==> src/rtl/timing_gen.sv <==
// Beat/phase sequencer for the hardwired controller: drives w1..w3 beat levels and
// t1..t3 phase pulses, advancing beats from the controller's short/long/stop.
module timing_gen #(
    parameter int PHASES = 4
) (
    input  logic clk,
    input  logic clr,
    input  logic qd,
    input  logic short,
    input  logic long,
    input  logic stop,
    output logic w1,
    output logic w2,
    output logic w3,
    output logic t1,
    output logic t2,
    output logic t3,
    output logic running
);

    localparam int PW = $clog2(PHASES);
    localparam logic [PW-1:0] PH_ZERO = {PW{1'b0}};
    localparam logic [PW-1:0] PH_ONE  = PW'(1);
    localparam logic [PW-1:0] PH_LAST = PW'(PHASES - 1);

    // ST_ARM is the one quiet cycle between the qd edge and phase 0 of the held beat.
    typedef enum logic [1:0] {
        ST_HALT = 2'd0,
        ST_ARM  = 2'd1,
        ST_RUN  = 2'd2
    } state_e;

    typedef enum logic [1:0] {
        BEAT_W1 = 2'd0,
        BEAT_W2 = 2'd1,
        BEAT_W3 = 2'd2
    } beat_e;

    state_e        state_q, state_d;
    beat_e         beat_q, beat_d;
    logic [PW-1:0] phase_q, phase_d;
    logic          qd_q, qd_d;
    logic          w1_q, w2_q, w3_q, t1_q, t2_q, t3_q, running_q;
    logic          w1_d, w2_d, w3_d, t1_d, t2_d, t3_d, running_d;

    function automatic beat_e next_beat(input beat_e cur, input logic sh, input logic lg);
        beat_e nb;
        case (cur)
            BEAT_W1: nb = sh ? BEAT_W1 : BEAT_W2;
            BEAT_W2: nb = lg ? BEAT_W3 : BEAT_W1;
            BEAT_W3: nb = BEAT_W1;
            default: nb = BEAT_W1;
        endcase
        return nb;
    endfunction

    // Next-state, beat and phase sequencing.
    always_comb begin
        state_d = state_q;
        beat_d  = beat_q;
        phase_d = phase_q;
        qd_d    = qd;
        case (state_q)
            ST_HALT: begin
                phase_d = PH_ZERO;
                if (qd && !qd_q) begin
                    state_d = ST_ARM;
                end else begin
                    state_d = ST_HALT;
                end
            end
            ST_ARM: begin
                state_d = ST_RUN;
                phase_d = PH_ZERO;
            end
            ST_RUN: begin
                if (phase_q == PH_LAST) begin
                    phase_d = PH_ZERO;
                    beat_d  = next_beat(beat_q, short, long);
                    if (stop) begin
                        state_d = ST_HALT;
                    end else begin
                        state_d = ST_RUN;
                    end
                end else begin
                    phase_d = phase_q + PH_ONE;
                end
            end
            default: begin
                state_d = ST_HALT;
                beat_d  = BEAT_W1;
                phase_d = PH_ZERO;
            end
        endcase
    end

    // Output decode from the next state so the registered outputs line up with the state.
    always_comb begin
        w1_d      = (beat_d == BEAT_W1);
        w2_d      = (beat_d == BEAT_W2);
        w3_d      = (beat_d == BEAT_W3);
        running_d = (state_d == ST_RUN);
        t1_d      = running_d && (phase_d == PH_ZERO);
        t2_d      = running_d && (phase_d == PH_ONE);
        t3_d      = running_d && (phase_d == PH_LAST);
    end

    // State and output registers with synchronous active-low clear.
    always_ff @(posedge clk) begin
        if (!clr) begin
            state_q   <= ST_HALT;
            beat_q    <= BEAT_W1;
            phase_q   <= PH_ZERO;
            qd_q      <= 1'b0;
            w1_q      <= 1'b1;
            w2_q      <= 1'b0;
            w3_q      <= 1'b0;
            t1_q      <= 1'b0;
            t2_q      <= 1'b0;
            t3_q      <= 1'b0;
            running_q <= 1'b0;
        end else begin
            state_q   <= state_d;
            beat_q    <= beat_d;
            phase_q   <= phase_d;
            qd_q      <= qd_d;
            w1_q      <= w1_d;
            w2_q      <= w2_d;
            w3_q      <= w3_d;
            t1_q      <= t1_d;
            t2_q      <= t2_d;
            t3_q      <= t3_d;
            running_q <= running_d;
        end
    end

    assign w1      = w1_q;
    assign w2      = w2_q;
    assign w3      = w3_q;
    assign t1      = t1_q;
    assign t2      = t2_q;
    assign t3      = t3_q;
    assign running = running_q;

endmodule

==> config.mk <==
export PLATFORM = sky130hd
export DESIGN_NAME = timing_gen
export DESIGN_NICKNAME = d
export VERILOG_FILES = /design/src/rtl/timing_gen.sv
export SDC_FILE = /design/constraint.sdc
export NUM_CORES = 1
export LEC_CHECK = 0
export BUFFER_PORTS_ARGS = -buffer_cell sky130_fd_sc_hd__buf_2
export CORE_AREA = 2 2 39 41
export DETAILED_ROUTE_END_ITERATION = 10
export DIE_AREA = 0 0 41 43
export RECOVER_POWER = 25
export SLEW_MARGIN = 10
export SYNTH_ARGS = -nofsm -noshare
export SYNTH_HDL_FRONTEND = slang
export SYNTH_SLANG_ARGS = --single-unit
==> constraint.sdc <==
create_clock -name clk -period 2.83 [get_ports clk]
set_input_delay 0.4245 -clock clk [delete_from_list [all_inputs] [get_ports clk]]
set_output_delay 0.4245 -clock clk [all_outputs]
set_load 0.01 [all_outputs]
==> results of run 1 <==
cell usage after synthesis:
master	n
dfxtp_1	14
and3_1	4
and2_1	3
and3b_1	3
nor2b_1	3
a211o_1	2
nor3b_1	2
a211oi_1	1
a21boi_0	1
a21oi_1	1
and2b_1	1
and2b_2	1
clkbuf_1	1
ha_1	1
mux2i_1	1
nor2_1	1
nor3_1	1
nor3b_2	1
nor4b_1	1
o21ai_0	1
o21ai_1	1
through the flow:
step,power (mW),util (%),hold WS [ns]
floorplan,0.223,-,0.374
global placement,0.231,42.0,0.377
detailed placement,0.231,42.0,0.383
CTS,0.374,44.6,0.357
global route,0.392,44.3,0.373
finish,0.371,44.3,0.372
worst reg2reg max path: stages (launching register included):
cell,delay [ns]
dfxtp_1,0.32
ha_1,0.24
and3b_1,0.21
a211o_1,0.31
and3_1,0.19
cells by family (layout without fill, tap and decap cells):
| family | Yosys count | count (layout) | synth area share (%) |
|---|---|---|---|
| compound gates | 7 | 7 | 9.43 |
| fa+ha+maj | 1 | 1 | 2.48 |
| buf+inv | 1 | 16 | 0.744 |
| flops | 14 | 14 | 55.6 |
| mux | 1 | 1 | 1.99 |
| simple gates | 21 | 21 | 29.8 |
metal layers:
metal / vias to the layer above / track usage [%] / wire, um
met4: 0 / 10.0 / 28
met3: 4 / 4.71 / 47
met5: - / 0 / 0
met2: 12 / 14.7 / 344
li1: 192 / - / -
met1: 170 / 15.7 / 395
flip-flops by register name (all words and copies together), names as in the netlist:
signal,count
beat_q,2
phase_q,2
qd_q,1
running,1
state_q,2
t1,1
t2,1
t3,1
w1,1
w2,1
w3,1
power by group:
part | switching, mW | internal (mW)
Combinational | 0.00957 | 0.00986
Clock | 0.0667 | 0.0783
Sequential | 0.00406 | 0.202
how the worst min path moves through the flow:
stage,startpoint,endpoint,slack [ns]
6_report,qd,qd_q,0.37
5_1_grt,qd,qd_q,0.37
4_1_cts,qd,qd_q,0.36
3_5_place_dp,qd_q,state_q[0],0.38
3_3_place_gp,qd_q,state_q[0],0.38
2_1_floorplan,qd_q,state_q[0],0.37
layout make-up:
class | instances | area (um2) | share of cell area, %
Clock buffer | 4 | 36.3 | 5.92
Multi-Input combinational cell | 30 | 219 | 35.7
Sequential cell | 14 | 280 | 45.7
Tap cell | 16 | 20.0 | 3.27
Timing Repair Buffer | 12 | 57.6 | 9.39
==> results.yml, run 1 <==
clock_network:
  cts_sinks: 14
  cts_max_path_buffers: 2
  holdBufCountCts: 0
  cts_inserted_buffers: 3
  cts_resized: 0
  cts.clk_slew.worst_paths_ns: 0.09
  post_cts_buffers: 0
  worstSkewPairLatency_ns: 0.28
  cts_tree: "yes"
  htree_levels: 1
  clockRootBuffer: "clkbuf_4"
die:
  dieArea_mm2: 0.00176
  coreArea_mm2: 0.00138
  initial_core_util_pct: 36.4
  io_pins: 13
  die_y_um: 43
  fp-row-count: 14
  fp.dieW_um: 41
setup_path:
  cp_cell_sequence: "ha_1 -> and3b_1 -> a211o_1 -> and3_1"
  path_class: "reg -> reg"
  worst_r2r_path_depth: 4
  r2r_slack_ns: 1.47
  arrival_ns: 1.55
  startpoint: "phase_q[0]"
  cp_top_family: "simple AND/OR/NAND/NOR gates"
  crit_end: "w3"
  reg2reg_to: "w3"
  path_buf_inv: 0
  cp_num_cells: 4
  crit_path_start_kind: "flop"
  critPathCaptureType: "flop"
  cp.required_ns: 3.01
  cpPeakStageDelay_ns: 0.32
  r2r-start: "phase_q[0]"
  slowest_stage: "dfxtp_1"
  crit_fanout: 5
global_route:
  grt_pass1_vias: 314
  antenna_found_initial: 0
  grt_max_degree: 12
  grt_pass1_wl_mm: 1.35
  grt_util_all_layers_pct: 12.0
  grt-ovfl-total: 0
synthesis:
  synth_top_area_cell: "dfxtp_1"
  ys_ff_latch: 14
  synth.distinct_cells: 21
  ys_top_cells_by_area: "dfxtp_1, and3b_1, and3_1, and2_1, nor2b_1"
  ys_seq_area_share_pct: 55.6
  netlist_instances: 45
  synthesis.nets: 52
  netlist.area_leader.share_pct: 55.6
  syn_avg_cell_area_um2: 11.2
  syn_area_um2: 504
  ys_warn_count: 0
worst_hold_path:
  whs_path_depth: 2
  hold_path_class: "in -> reg"
finish:
  layout_common_cells: "dfxtp_1, buf_2, and3_1"
  nNetsFinal: 68
  drive_above_1_share_pct: 25.0
  antenna_cells: 0
  area_delta_synth_final_pct: 21.6
  final_cells: 76
  nFillCells: 142
  fin_area_um2: 613
  mostFrequentLayoutCell: "dfxtp_1"
pwr:
  power_density_mw_per_mm2: 605
  peakVddDrop_uv: 244
  power_leakage_nw: 0.309
route:
  totalWireLength_um: 816
  drt_iter0_drc: 9
  via_per_inst: 4.97
  ant_nets: 0
  route.detailed.drc: 0
  num_vias: 378
  wl_per_cell_um: 10.7
  drt_first_pass_iters: 3
run:
  drv_cap: 0
placement:
  portBuffers: 12
  preCtsSetupSlack_ns: 1.47
  gp_congestion: 0.748
  place_area_um2: 581
  place_inst: 72
  hpwlAfterDp_um: 584
timing:
  fmax_ghz: 0.733
  finalHoldViolCount: 0
  fin_crit_ns: 1.36
  slew_headroom_pct: 76.8
  grt_setup_unrepaired: "false"
  worst_slew_pin_slew_ns: 0.349
  timing.final.ws_setup_ns: 1.47
  finClkSkew_ns: 0.000900
  setup_viol: 0
  final-max-slew-violation-count: 0
  timing.final.crit_share_pct: 48.2
  setup_tns_ns: 0
outcome:
  outcome: "completed"
No activity file was read; power rests on OpenSTA's default activity.
==> inputs of run 2 (changes only) <==
Clock period 2.83 ns to 1.4 ns, I/O delays scaled along.
==> run 2 against run 1 <==
Against the previous run: global-route usage grew 0.34 points; non-clock buffer count grew 3; via count is the same; cell area grew 5.1%; wire length grew 1.1%; combinational power grew 140%; register-to-register slack lost 1.4 ns; power grew 100%; largest cell class unchanged; highest routed layer unchanged.
==> results.yml, run 2 (synthesis gave the netlist of run 1 again) <==
die:
  coreArea_mm2: 0.00138
  die_y_um: 43
  io_pins: 13
  dieArea_mm2: 0.00176
  fp-row-count: 14
  fp.dieW_um: 41
  initial_core_util_pct: 36.4
clock_network:
  htree_levels: 1
  clockRootBuffer: "clkbuf_4"
  cts_inserted_buffers: 3
  cts_sinks: 14
  post_cts_buffers: 0
  holdBufCountCts: 0
  cts.clk_slew.worst_paths_ns: 0.08
  worstSkewPairLatency_ns: 0.28
  cts_tree: "yes"
  cts_resized: 0
  cts_max_path_buffers: 2
timing:
  slew_headroom_pct: 76.9
  finClkSkew_ns: 0.000528
  finalHoldViolCount: 0
  worst_slew_pin_slew_ns: 0.347
  fmax_ghz: 0.747
  timing.final.crit_share_pct: 95.6
  fin_crit_ns: 1.34
  final-max-slew-violation-count: 0
  setup_tns_ns: 0
  grt_setup_unrepaired: "false"
  setup_viol: 0
finish:
  area_delta_synth_final_pct: 27.8
  reg_top3: "beat_q (2), phase_q (2), state_q (2)"
  fin_area_um2: 644
  antenna_cells: 0
  nNetsFinal: 71
  nFillCells: 145
  drive_above_1_share_pct: 33.3
  layout_common_cells: "dfxtp_1, buf_2, and3_1"
  mostFrequentLayoutCell: "dfxtp_1"
  final_cells: 79
placement:
  gp_congestion: 0.786
  portBuffers: 12
  hpwlAfterDp_um: 608
  place_area_um2: 603
  place_inst: 75
worst_hold_path:
  whs_path_depth: 2
  min_from: "qd"
  hold_path_class: "in -> reg"
  min_to: "qd_q"
global_route:
  grt_util_all_layers_pct: 12.3
  grt_max_degree: 12
  grt_pass1_wl_mm: 1.35
  antenna_found_initial: 0
  grt-ovfl-total: 0
  grt_pass1_vias: 329
pwr:
  clkPwrFrac_pct: 38.2
  power_density_mw_per_mm2: 1160
  internal_power_uw: 592
  p_seq_share_pct: 55.5
  power.share.combinational_pct: 6.2
  p_switching_uw: 156
  p_sw_share_pct: 20.8
  peakVddDrop_uv: 506
  power_leakage_nw: 0.321
setup_path:
  cp_cell_sequence: "ha_2 -> and3b_2 -> a211o_1 -> and3_1"
  r2r_slack_ns: 0.06
  critPathCaptureType: "flop"
  cp.required_ns: 1.58
  crit_path_start_kind: "flop"
  reg2reg_to: "w3"
  worst_r2r_path_depth: 4
  path_class: "reg -> reg"
  cpPeakStageDelay_ns: 0.34
  arrival_ns: 1.52
  slowest_stage: "a211o_1"
  crit_fanout: 4
  r2r-start: "phase_q[0]"
route:
  ant_nets: 0
  via_per_inst: 4.78
  totalWireLength_um: 825
  drt_iter0_drc: 3
  wl_per_cell_um: 10.4
  drt_first_pass_iters: 2
  num_vias: 378
  route.detailed.drc: 0
run:
  drv_cap: 0
outcome:
  outcome: "completed"
-- run 2: cell count changes in the layout (fill, tap and decap cells not counted) --
cell	change
and2b_1	-1
and2b_2	+1
and3b_1	-1
and3b_2	+1
buf_2	-1
buf_4	+3
clkbuf_1	+1
ha_1	-1
ha_2	+1
nor3b_1	-1
nor3b_2	+1
-- run 2: critical path, delay by kind of cell (launching register included) --
family	cells	cell delay (ns)
AND/OR/NAND/NOR	2	0.40
AO/OA/AOI/OAI	1	0.34
flip-flops	1	0.32
adder cells (fa/ha/maj)	1	0.18
-- run 2: worst max-delay path by stage --
stage                    start  to  slack [ns]  cells after the start
floorplan           phase_q[0]  w3        0.11                      4
global placement    phase_q[0]  w3        0.09                      4
detailed placement  phase_q[0]  w3        0.07                      5
CTS                 phase_q[0]  w3        0.05                      5
global route        phase_q[0]  w3       0.002                      4
finish              phase_q[0]  w3        0.06                      4
-- run 2: cell type report --
class | count | area (um2) | share of cell area (%)
clock buffer | 4 | 36.3 | 5.63
sequential | 14 | 280 | 43.5
tap | 16 | 20.0 | 3.11
multi-input combinational | 30 | 229 | 35.5
timing repair buffer | 15 | 78.8 | 12.2
-- run 2: layer usage --
metal	track usage [%]	up-vias	wire [um]
li1	-	196	-
met1	15.5	169	384
met2	15.0	11	376
met3	4.71	2	49
met4	12.0	0	14
met5	0	-	0
-- run 2: per-stage QoR --
| stage | power, mW | hold WS (ns) | setup WS (ns) | util [%] |
|---|---|---|---|---|
| final | 0.748 | 0.154 | 0.0617 | 46.6 |
| after global routing | 0.788 | 0.163 | 0.00167 | 46.6 |
| after CTS | 0.761 | 0.141 | 0.0534 | 46.2 |
| after detailed placement | 0.472 | 0.386 | 0.0662 | 43.6 |
| after global placement | 0.472 | 0.386 | 0.0872 | 43.6 |
| after floorplan | 0.450 | 0.346 | 0.105 | - |
-- run 2: power by group through the flow --
stage | registers (mW) | clock network (mW) | logic, mW
after floorplan | 0.428 | 0 | 0.0219
after global placement | 0.425 | 0 | 0.0466
after detailed placement | 0.425 | 0 | 0.0469
after CTS | 0.415 | 0.298 | 0.0470
after global routing | 0.417 | 0.318 | 0.0533
final | 0.415 | 0.286 | 0.0466
==> inputs of run 3 (changes only) <==
--- a/constraint.sdc
+++ b/constraint.sdc
@@ -3,2 +3,2 @@
 set_output_delay 0.21 -clock clk [all_outputs]
-set_load 0.01 [all_outputs]
+set_load 0.005 [all_outputs]
==> run 3 against run 2 <==
Against the previous run: sequential share of layout area is 0.17 points lower; cell area up 0.39%; global-route usage stayed put; critical endpoint unchanged; largest power group unchanged.
==> results.yml, run 3 (synthesis gave the netlist of run 1 again) <==
setup_path:
  crit_fanout: 4
  slowest_stage: "a211o_1"
  path_class: "reg -> reg"
  r2r_slack_ns: 0.06
  cpPeakStageDelay_ns: 0.34
  arrival_ns: 1.52
  cp.required_ns: 1.58
  crit_path_start_kind: "flop"
  critPathCaptureType: "flop"
  cp_cell_sequence: "ha_2 -> and3b_2 -> a211o_1 -> and3_1"
  cp_top_family: "simple AND/OR/NAND/NOR gates"
  path_buf_inv: 0
finish:
  mostFrequentLayoutCell: "dfxtp_1"
  layout_common_cells: "dfxtp_1, buf_2, and3_1"
  area_delta_synth_final_pct: 28.3
  antenna_cells: 0
  final_util_pct: 46.7
  reg_top3: "beat_q (2), phase_q (2), state_q (2)"
  final_cells: 79
  nNetsFinal: 71
  drive_above_1_share_pct: 36.5
timing:
  worst_slew_pin_slew_ns: 0.347
  fin_crit_ns: 1.34
  slew_headroom_pct: 76.9
  finalHoldViolCount: 0
  setup_viol: 0
  timing.final.ws_setup_ns: 0.0617
  fmax_ghz: 0.747
  finClkSkew_ns: 0.000528
  timing.final.crit_share_pct: 95.6
  final-max-slew-violation-count: 0
  grt_setup_unrepaired: "false"
  setup_tns_ns: 0
die:
  fp-row-count: 14
  coreArea_mm2: 0.00138
  die_y_um: 43
  initial_core_util_pct: 36.4
  io_pins: 13
  fp.dieW_um: 41
  dieArea_mm2: 0.00176
placement:
  gp_congestion: 0.786
  portBuffers: 12
  place_inst: 75
  preCtsSetupSlack_ns: 0.0662
  hpwlAfterDp_um: 608
clock_network:
  cts_inserted_buffers: 3
  cts.clk_slew.worst_paths_ns: 0.08
  htree_levels: 1
  clockRootBuffer: "clkbuf_4"
  cts_max_path_buffers: 2
  cts_sinks: 14
  worstSkewPairLatency_ns: 0.28
  cts_tree: "yes"
run:
  drv_cap: 0
global_route:
  grt_max_degree: 12
  antenna_found_initial: 0
  grt-ovfl-total: 0
  grt_util_all_layers_pct: 12.3
  grt_pass1_vias: 329
  grt_pass1_wl_mm: 1.35
outcome:
  outcome: "completed"
route:
  totalWireLength_um: 826
  num_vias: 378
  ant_nets: 0
  drt_iter0_drc: 3
  route.detailed.drc: 0
  wl_per_cell_um: 10.5
  drt_first_pass_iters: 2
  via_per_inst: 4.78
worst_hold_path:
  hold_path_class: "in -> reg"
pwr:
  power_leakage_nw: 0.326
  power_density_mw_per_mm2: 1150
  power.total_uw: 746
  peakVddDrop_uv: 506
[run 3: metal layers]
layer	track usage [%]	wire length, um
met5	0	0
met4	12.0	14
met3	4.71	49
met2	15.0	376
met1	15.5	385
[run 3: final cells by class]
type / instances / area [um2]
Timing Repair Buffer: 15 / 81.3
Tap cell: 16 / 20.0
Multi-Input combinational cell: 30 / 229
Clock buffer: 4 / 36.3
Fill cell: 146 / 737
Sequential cell: 14 / 280
[run 3: per-stage QoR]
step                      cell area (um2)  hold WS (ns)
after floorplan                       504         0.346
after global placement                603         0.386
after detailed placement              603         0.386
after CTS                             639         0.141
after global routing                  647         0.163
final                                 647         0.154
[run 3: worst paths after layout]
kind                    from          to  cells after the start
setup reg to reg  phase_q[0]          w3                      4
hold reg to reg         qd_q  state_q[0]                      1
hold / removal            qd        qd_q                      2
setup / recovery  phase_q[0]          w3                      4
[run 3: repair_timing]
action	CTS	global route
setup buffers	0	0
gates resized for setup	0	3
hold buffers	0	0
setup endpoints to repair	0	5
[run 3: power breakdown]
group | internal, mW | switching, mW | leakage, nW
logic | 0.0246 | 0.0199 | 0.191
clock network | 0.158 | 0.128 | 0.0210
registers | 0.409 | 0.00611 | 0.114
total | 0.592 | 0.154 | 0.326
